## config.mk

```make
export PLATFORM = sky130hd
export DESIGN_NAME = buffered_topology
export DESIGN_NICKNAME = d
export VERILOG_FILES = /design/src/rtl/noc_topology_pkg.sv /design/src/rtl/link_fifo.sv /design/src/rtl/buffered_topology.sv
export SDC_FILE = /design/constraint.sdc
export NUM_CORES = 1
export LEC_CHECK = 0
export ABC_AREA = 1
export CORE_AREA = 2 2 483 485
export DETAILED_ROUTE_END_ITERATION = 7
export DIE_AREA = 0 0 485 487
export PLACE_DENSITY = 0.3
export SYNTH_ARGS = -nofsm -noshare
export SYNTH_HDL_FRONTEND = slang
export SYNTH_SLANG_ARGS = --single-unit
```

## constraint.sdc

```tcl
create_clock -name clk -period 3.55 [get_ports clk]
set_input_delay 0.355 -clock clk [delete_from_list [all_inputs] [get_ports clk]]
set_output_delay 0.355 -clock clk [all_outputs]
set_load 0.1 [all_outputs]
```

## src/rtl/noc_topology_pkg.sv

```systemverilog
// Shared definitions for the buffered NoC topology: topology encodings,
// control-bit positions inside a port word, and the neighbour function.
package noc_topology_pkg;

  typedef enum logic [1:0] {
    TOPO_MESH      = 2'd0,
    TOPO_TORUS     = 2'd1,
    TOPO_CIRCULANT = 2'd2
  } topology_e;

  // Bit positions counted down from PORT_SIZE: ready is the MSB, valid just below.
  localparam int READY_FROM_MSB = 1;
  localparam int VALID_FROM_MSB = 2;
  localparam int NO_NEIGHBOUR   = -1;

  // Neighbour of node n on port p, or NO_NEIGHBOUR when the port is unconnected.
  function automatic int neighbour(input int topology, input int nodes, input int h_size,
                                   input int s0, input int s1, input int n, input int p);
    int m;
    int col;
    int row_base;
    m = NO_NEIGHBOUR;
    case (topology)
      int'(TOPO_MESH): begin
        col = n % h_size;
        case (p)
          0: m = (col + 1 < h_size) ? n + 1 : NO_NEIGHBOUR;
          1: m = (col > 0) ? n - 1 : NO_NEIGHBOUR;
          2: m = (n + h_size < nodes) ? n + h_size : NO_NEIGHBOUR;
          3: m = (n >= h_size) ? n - h_size : NO_NEIGHBOUR;
          default: m = NO_NEIGHBOUR;
        endcase
      end
      int'(TOPO_TORUS): begin
        col      = n % h_size;
        row_base = n - col;
        case (p)
          0: m = row_base + (col + 1) % h_size;
          1: m = row_base + (col + h_size - 1) % h_size;
          2: m = (n + h_size) % nodes;
          3: m = (n + nodes - h_size) % nodes;
          default: m = NO_NEIGHBOUR;
        endcase
      end
      int'(TOPO_CIRCULANT): begin
        case (p)
          0: m = (n + s0) % nodes;
          1: m = (n + nodes - s0) % nodes;
          2: m = (n + s1) % nodes;
          3: m = (n + nodes - s1) % nodes;
          default: m = NO_NEIGHBOUR;
        endcase
      end
      default: m = NO_NEIGHBOUR;
    endcase
    return m;
  endfunction

endpackage

```

## src/rtl/link_fifo.sv

```systemverilog
// One directed link: a BUF_DEPTH-entry FIFO with valid/ready on both sides.
// A pushed flit is visible at the output right after the pushing edge.
module link_fifo #(
  parameter int DATA_W    = 37,
  parameter int BUF_DEPTH = 2
) (
  input  logic              clk,
  input  logic              rst_n,
  input  logic              in_valid,
  input  logic [DATA_W-1:0] in_data,
  output logic              in_ready,
  output logic              out_valid,
  output logic [DATA_W-1:0] out_data,
  input  logic              out_ready
);

  localparam int AW = $clog2(BUF_DEPTH);
  localparam logic [AW:0] FULL_CNT = (AW + 1)'(BUF_DEPTH);

  logic [DATA_W-1:0] mem_r [BUF_DEPTH];
  logic [AW-1:0]     wr_ptr_r;
  logic [AW-1:0]     rd_ptr_r;
  logic [AW:0]       count_r;
  logic              alive_r;
  logic              push_s;
  logic              pop_s;

  // alive_r keeps ready low until the first edge after reset release.
  assign in_ready  = alive_r & (count_r != FULL_CNT);
  assign out_valid = (count_r != {(AW + 1){1'b0}});
  assign out_data  = out_valid ? mem_r[rd_ptr_r] : {DATA_W{1'b0}};
  assign push_s    = in_valid & in_ready;
  assign pop_s     = out_valid & out_ready;

  // Pointer, occupancy and liveness state; pointers wrap naturally at BUF_DEPTH.
  always_ff @(posedge clk or negedge rst_n) begin
    if (!rst_n) begin
      wr_ptr_r <= {AW{1'b0}};
      rd_ptr_r <= {AW{1'b0}};
      count_r  <= {(AW + 1){1'b0}};
      alive_r  <= 1'b0;
    end else begin
      alive_r <= 1'b1;
      if (push_s) wr_ptr_r <= wr_ptr_r + AW'(1);
      if (pop_s)  rd_ptr_r <= rd_ptr_r + AW'(1);
      case ({push_s, pop_s})
        2'b10:   count_r <= count_r + (AW + 1)'(1);
        2'b01:   count_r <= count_r - (AW + 1)'(1);
        default: count_r <= count_r;
      endcase
    end
  end

  // Storage array, written on push only.
  always_ff @(posedge clk) begin
    if (push_s) mem_r[wr_ptr_r] <= in_data;
  end

endmodule

```

## src/rtl/buffered_topology.sv

```systemverilog
// Buffered NoC fabric: every connected directed port pair n:p -> m:p^1 gets
// its own link_fifo; unconnected ports output zero and ignore their input.
module buffered_topology
  import noc_topology_pkg::*;
#(
  parameter int PORT_SIZE = 39,
  parameter int PORTS_NUM = 4,
  parameter int NODES_NUM = 4,
  parameter int TOPOLOGY  = 0,
  parameter int H_SIZE    = 2,
  parameter int S0        = 1,
  parameter int S1        = 2,
  parameter int BUF_DEPTH = 2
) (
  input  logic                                 clk,
  input  logic                                 rst_n,
  input  logic [NODES_NUM*PORTS_NUM*PORT_SIZE-1:0] data_i,
  output logic [NODES_NUM*PORTS_NUM*PORT_SIZE-1:0] data_o
);

  localparam int DATA_W = PORT_SIZE - 2;
  localparam int LINKS  = NODES_NUM * PORTS_NUM;
  localparam int RDY    = PORT_SIZE - READY_FROM_MSB;
  localparam int VLD    = PORT_SIZE - VALID_FROM_MSB;

  if (PORT_SIZE < 3) begin : g_bad_port_size
    $error("buffered_topology: PORT_SIZE must be at least 3");
  end
  if (PORTS_NUM != 4) begin : g_bad_ports
    $error("buffered_topology: PORTS_NUM must be 4");
  end
  if (NODES_NUM < 2) begin : g_bad_nodes
    $error("buffered_topology: NODES_NUM must be at least 2");
  end
  if (TOPOLOGY < 0 || TOPOLOGY > 2) begin : g_bad_topology
    $error("buffered_topology: TOPOLOGY must be 0, 1 or 2");
  end
  if (TOPOLOGY != int'(TOPO_CIRCULANT) && (H_SIZE < 1 || (NODES_NUM % H_SIZE) != 0)) begin : g_bad_h
    $error("buffered_topology: NODES_NUM must be a multiple of H_SIZE");
  end
  if (S0 < 1 || S0 > NODES_NUM - 1 || S1 < 1 || S1 > NODES_NUM - 1) begin : g_bad_steps
    $error("buffered_topology: S0/S1 must be in 1..NODES_NUM-1");
  end
  if (BUF_DEPTH < 2 || BUF_DEPTH > 16 || (BUF_DEPTH & (BUF_DEPTH - 1)) != 0) begin : g_bad_depth
    $error("buffered_topology: BUF_DEPTH must be a power of two in 2..16");
  end

  logic [LINKS-1:0]  link_valid_s;
  logic [LINKS-1:0]  link_ready_s;
  logic [DATA_W-1:0] link_data_s [LINKS];

  for (genvar n = 0; n < NODES_NUM; n++) begin : g_node
    for (genvar p = 0; p < PORTS_NUM; p++) begin : g_port
      localparam int IDX = n * PORTS_NUM + p;
      localparam int M   = neighbour(TOPOLOGY, NODES_NUM, H_SIZE, S0, S1, n, p);

      if (M >= 0) begin : g_link
        // PEER is the facing port m:p^1; its outgoing link feeds this port's output.
        localparam int PEER = M * PORTS_NUM + (p ^ 1);

        link_fifo #(
          .DATA_W   (DATA_W),
          .BUF_DEPTH(BUF_DEPTH)
        ) u_link_fifo (
          .clk      (clk),
          .rst_n    (rst_n),
          .in_valid (data_i[IDX*PORT_SIZE + VLD]),
          .in_data  (data_i[IDX*PORT_SIZE +: DATA_W]),
          .in_ready (link_ready_s[IDX]),
          .out_valid(link_valid_s[IDX]),
          .out_data (link_data_s[IDX]),
          .out_ready(data_i[PEER*PORT_SIZE + RDY])
        );

        assign data_o[IDX*PORT_SIZE +: PORT_SIZE] =
          {link_ready_s[IDX], link_valid_s[PEER], link_data_s[PEER]};
      end else begin : g_open
        logic unused_port_s;

        assign link_ready_s[IDX] = 1'b0;
        assign link_valid_s[IDX] = 1'b0;
        assign link_data_s[IDX]  = {DATA_W{1'b0}};
        assign data_o[IDX*PORT_SIZE +: PORT_SIZE] = {PORT_SIZE{1'b0}};
        assign unused_port_s = ^data_i[IDX*PORT_SIZE +: PORT_SIZE];
      end
    end
  end

endmodule

```

==> run metrics <==
Die H 487 microns; Worst setup EP type output port; vias in the first global route 17080; Worst Setup Start Kind flop; Netlist cell types 24; run status completed; Worst path max stage delay 0.71 ns; period utilization 90.34%; CP Data Required Time 3.19 ns; Final GP Congestion 0.7063; Longest Clk Path Bufs 3; Clk Latency, worst-skew pair 0.71 ns; GRT Util Overall 8.903%; ANT nets after route 0; multi-input logic area 6870 sq um; Cell Rows 177; Fin. Hold Viols 0; I/O pin count 1250; Worst Path Max Fanout 27; clock sink total 625; Initial Utilization 12.05%; DRT Pass-1 Iters 5; TritonCTS Buffers 87; initial drt markers 707; Clk pin slew, worst setup/hold paths 0.06 ns; DR vias/cell 2.911; worst hold path type in -> reg; Avg WL per Cell 18.11 microns; Yosys Warn Count 0; unrepaired setup endpoints after global routing no; die area 236200 sq um; final HPWL from detailed placement 78.60 mm; register area 18610 sq um; Max-Cap Viols 0; Mapped Cells 2174; cell family with most CP delay buffers and inverters; crit-path cells inv_2 > buf_4 > nand2_1 > a21oi_1 > buf_12; Port Buffers 625; Reg-to-Reg Start g_node[2].g_port[3].g_link.u_link_fifo.alive_r$_DFF_PN0_; CP max stage cell dfrtp_4; Worst Clk Skew 0.03302 ns; number of remaining DRC errors 0; commonest non-fill, non-tap cell in the layout edfxtp_1; largest net degree at the start of global routing 41; Post-DP Area 36400 sq um; Congestion Overflow GR 0; final-report max-slew violation count 0; Post-Route WL 107.8 mm; Total Neg Setup Slack 0 ns; fillcell total 25390; Die X 485 microns; Worst Setup SP g_node[2].g_port[3].g_link.u_link_fifo.rd_ptr_r$_DFFE_PN0P_; via count 17320; post-synthesis cell area 27880 sq um; Yosys reg bits 625; Nets 3461; critical path class reg -> out; Clock Root Buffer clkbuf_16; fmax 0.3118 GHz; Slew @ Worst Pin 1.173 ns; initial antenna violation count 49; CTS H-Tree Depth 3; post-synthesis average cell area 12.82 sq um; post-CTS sizing 0; crit path DAT 2.85 ns; share of cells above drive strength 1 29.25%; CORE AREA 231400 sq um; CP Buf/Inv Count 3; TritonCTS clock tree done; most frequent cells in the layout 592 x edfxtp_1, 508 x nand2_1, 314 x clkdlybuf4s50_1; sequential area share after synthesis 66.73%; final setup vio count 0; first-pass GRT wire length 145.1 mm; relative slew slack 21.54%; hold_buf cts 1; final instance area 39280 sq um; Syn-to-layout area delta 40.90%; hold wc startpoint data_i[465]; final worst path period need 3.207 ns; Post-CTS Setup Repair Bufs 0
final cells by class:
class                      count  area share (%)
tap                         3043           9.693
timing repair buffer         679           17.43
antenna                        9         0.05733
clock buffer                 110           5.896
inverter                      73          0.6976
clock inverter                51           1.351
multi-input combinational   1361           17.49
sequential                   625           47.39
sequential cells by signal, summed over array words and instances, names as in the netlist:
register / count
g_node.g_port.g_link.u_link_fifo.mem_r: 592
g_node.g_port.g_link.u_link_fifo.count_r: 16
g_node.g_port.g_link.u_link_fifo.rd_ptr_r: 8
g_node.g_port.g_link.u_link_fifo.wr_ptr_r: 8
g_node.g_port.g_link.u_link_fifo.alive_r: 1
through the flow:
step	util [%]	hold WS [ns]	setup WS, ns	instances
floorplan	-	0.05941	0.8376	2485
global placement	15.73	0.4025	0.8812	5780
detailed placement	15.73	0.3908	0.8638	5780
CTS	16.96	0.09534	0.05023	5942
global route	16.97	0.1401	0.08109	5944
finish	16.97	0.2231	0.3430	5951
worst reg2reg max path: cells and delay by family, from the launching register on:
kind          cells  cell delay (ns)
flops             1             0.57
simple gates      1             0.21
buf+inv           2             1.19
worst paths after layout:
kind	to	slack [ns]	depth (start not counted)
max	data_o[86]	0.34	5
min	flop	0.22	1
max reg2reg	flop	1.29	3
min reg2reg	g_node[2].g_port[0].g_link.u_link_fifo.wr_ptr_r$_DFFE_PN0N_	0.47	2
max in group asynchronous	g_node[2].g_port[3].g_link.u_link_fifo.rd_ptr_r$_DFFE_PN0P_	2.44	3
min in group asynchronous	async pin	0.24	2
metal layers:
layer / global-route usage [%] / vias up / wire, microns
met3: 5.188 / 221 / 13550
li1: - / 8125 / -
met1: 9.707 / 8110 / 41470
met5: 0 / - / 416
met2: 14.55 / 807 / 49890
met4: 2.563 / 60 / 2466
Yosys cell counts (all sizes together):
cell type / instances / area, sq um
nand4: 16 / 100.1
clkbuf: 2 / 15.01
ha: 8 / 100.1
nand2: 664 / 2883
nand3: 16 / 105.1
dfrtp: 33 / 825.8
buf: 424 / 3363
o21ai: 8 / 40.04
nor2: 24 / 225.2
xnor2: 8 / 70.07
a21oi: 304 / 2092
inv: 73 / 274.0
edfxtp: 592 / 17780
conb: 2 / 7.510
logic make-up (layout without fill, tap and decap cells):
kind of cell | Yosys count | after routing | share of synthesized area, %
AOI/OAI and AO/OA | 312 | 312 | 7.648
buffers and inverters | 499 | 913 | 13.10
other | 2 | 322 | 0.02694
and+or+nand+nor | 720 | 720 | 11.88
DFF | 625 | 625 | 66.73
adders and majority gates | 8 | 8 | 0.3591
xor gates and xnor gates | 8 | 8 | 0.2513
Power is left out: the tool's default activity adds up to more than one toggle a clock period on the data nets, which glitch-free logic cannot reach.
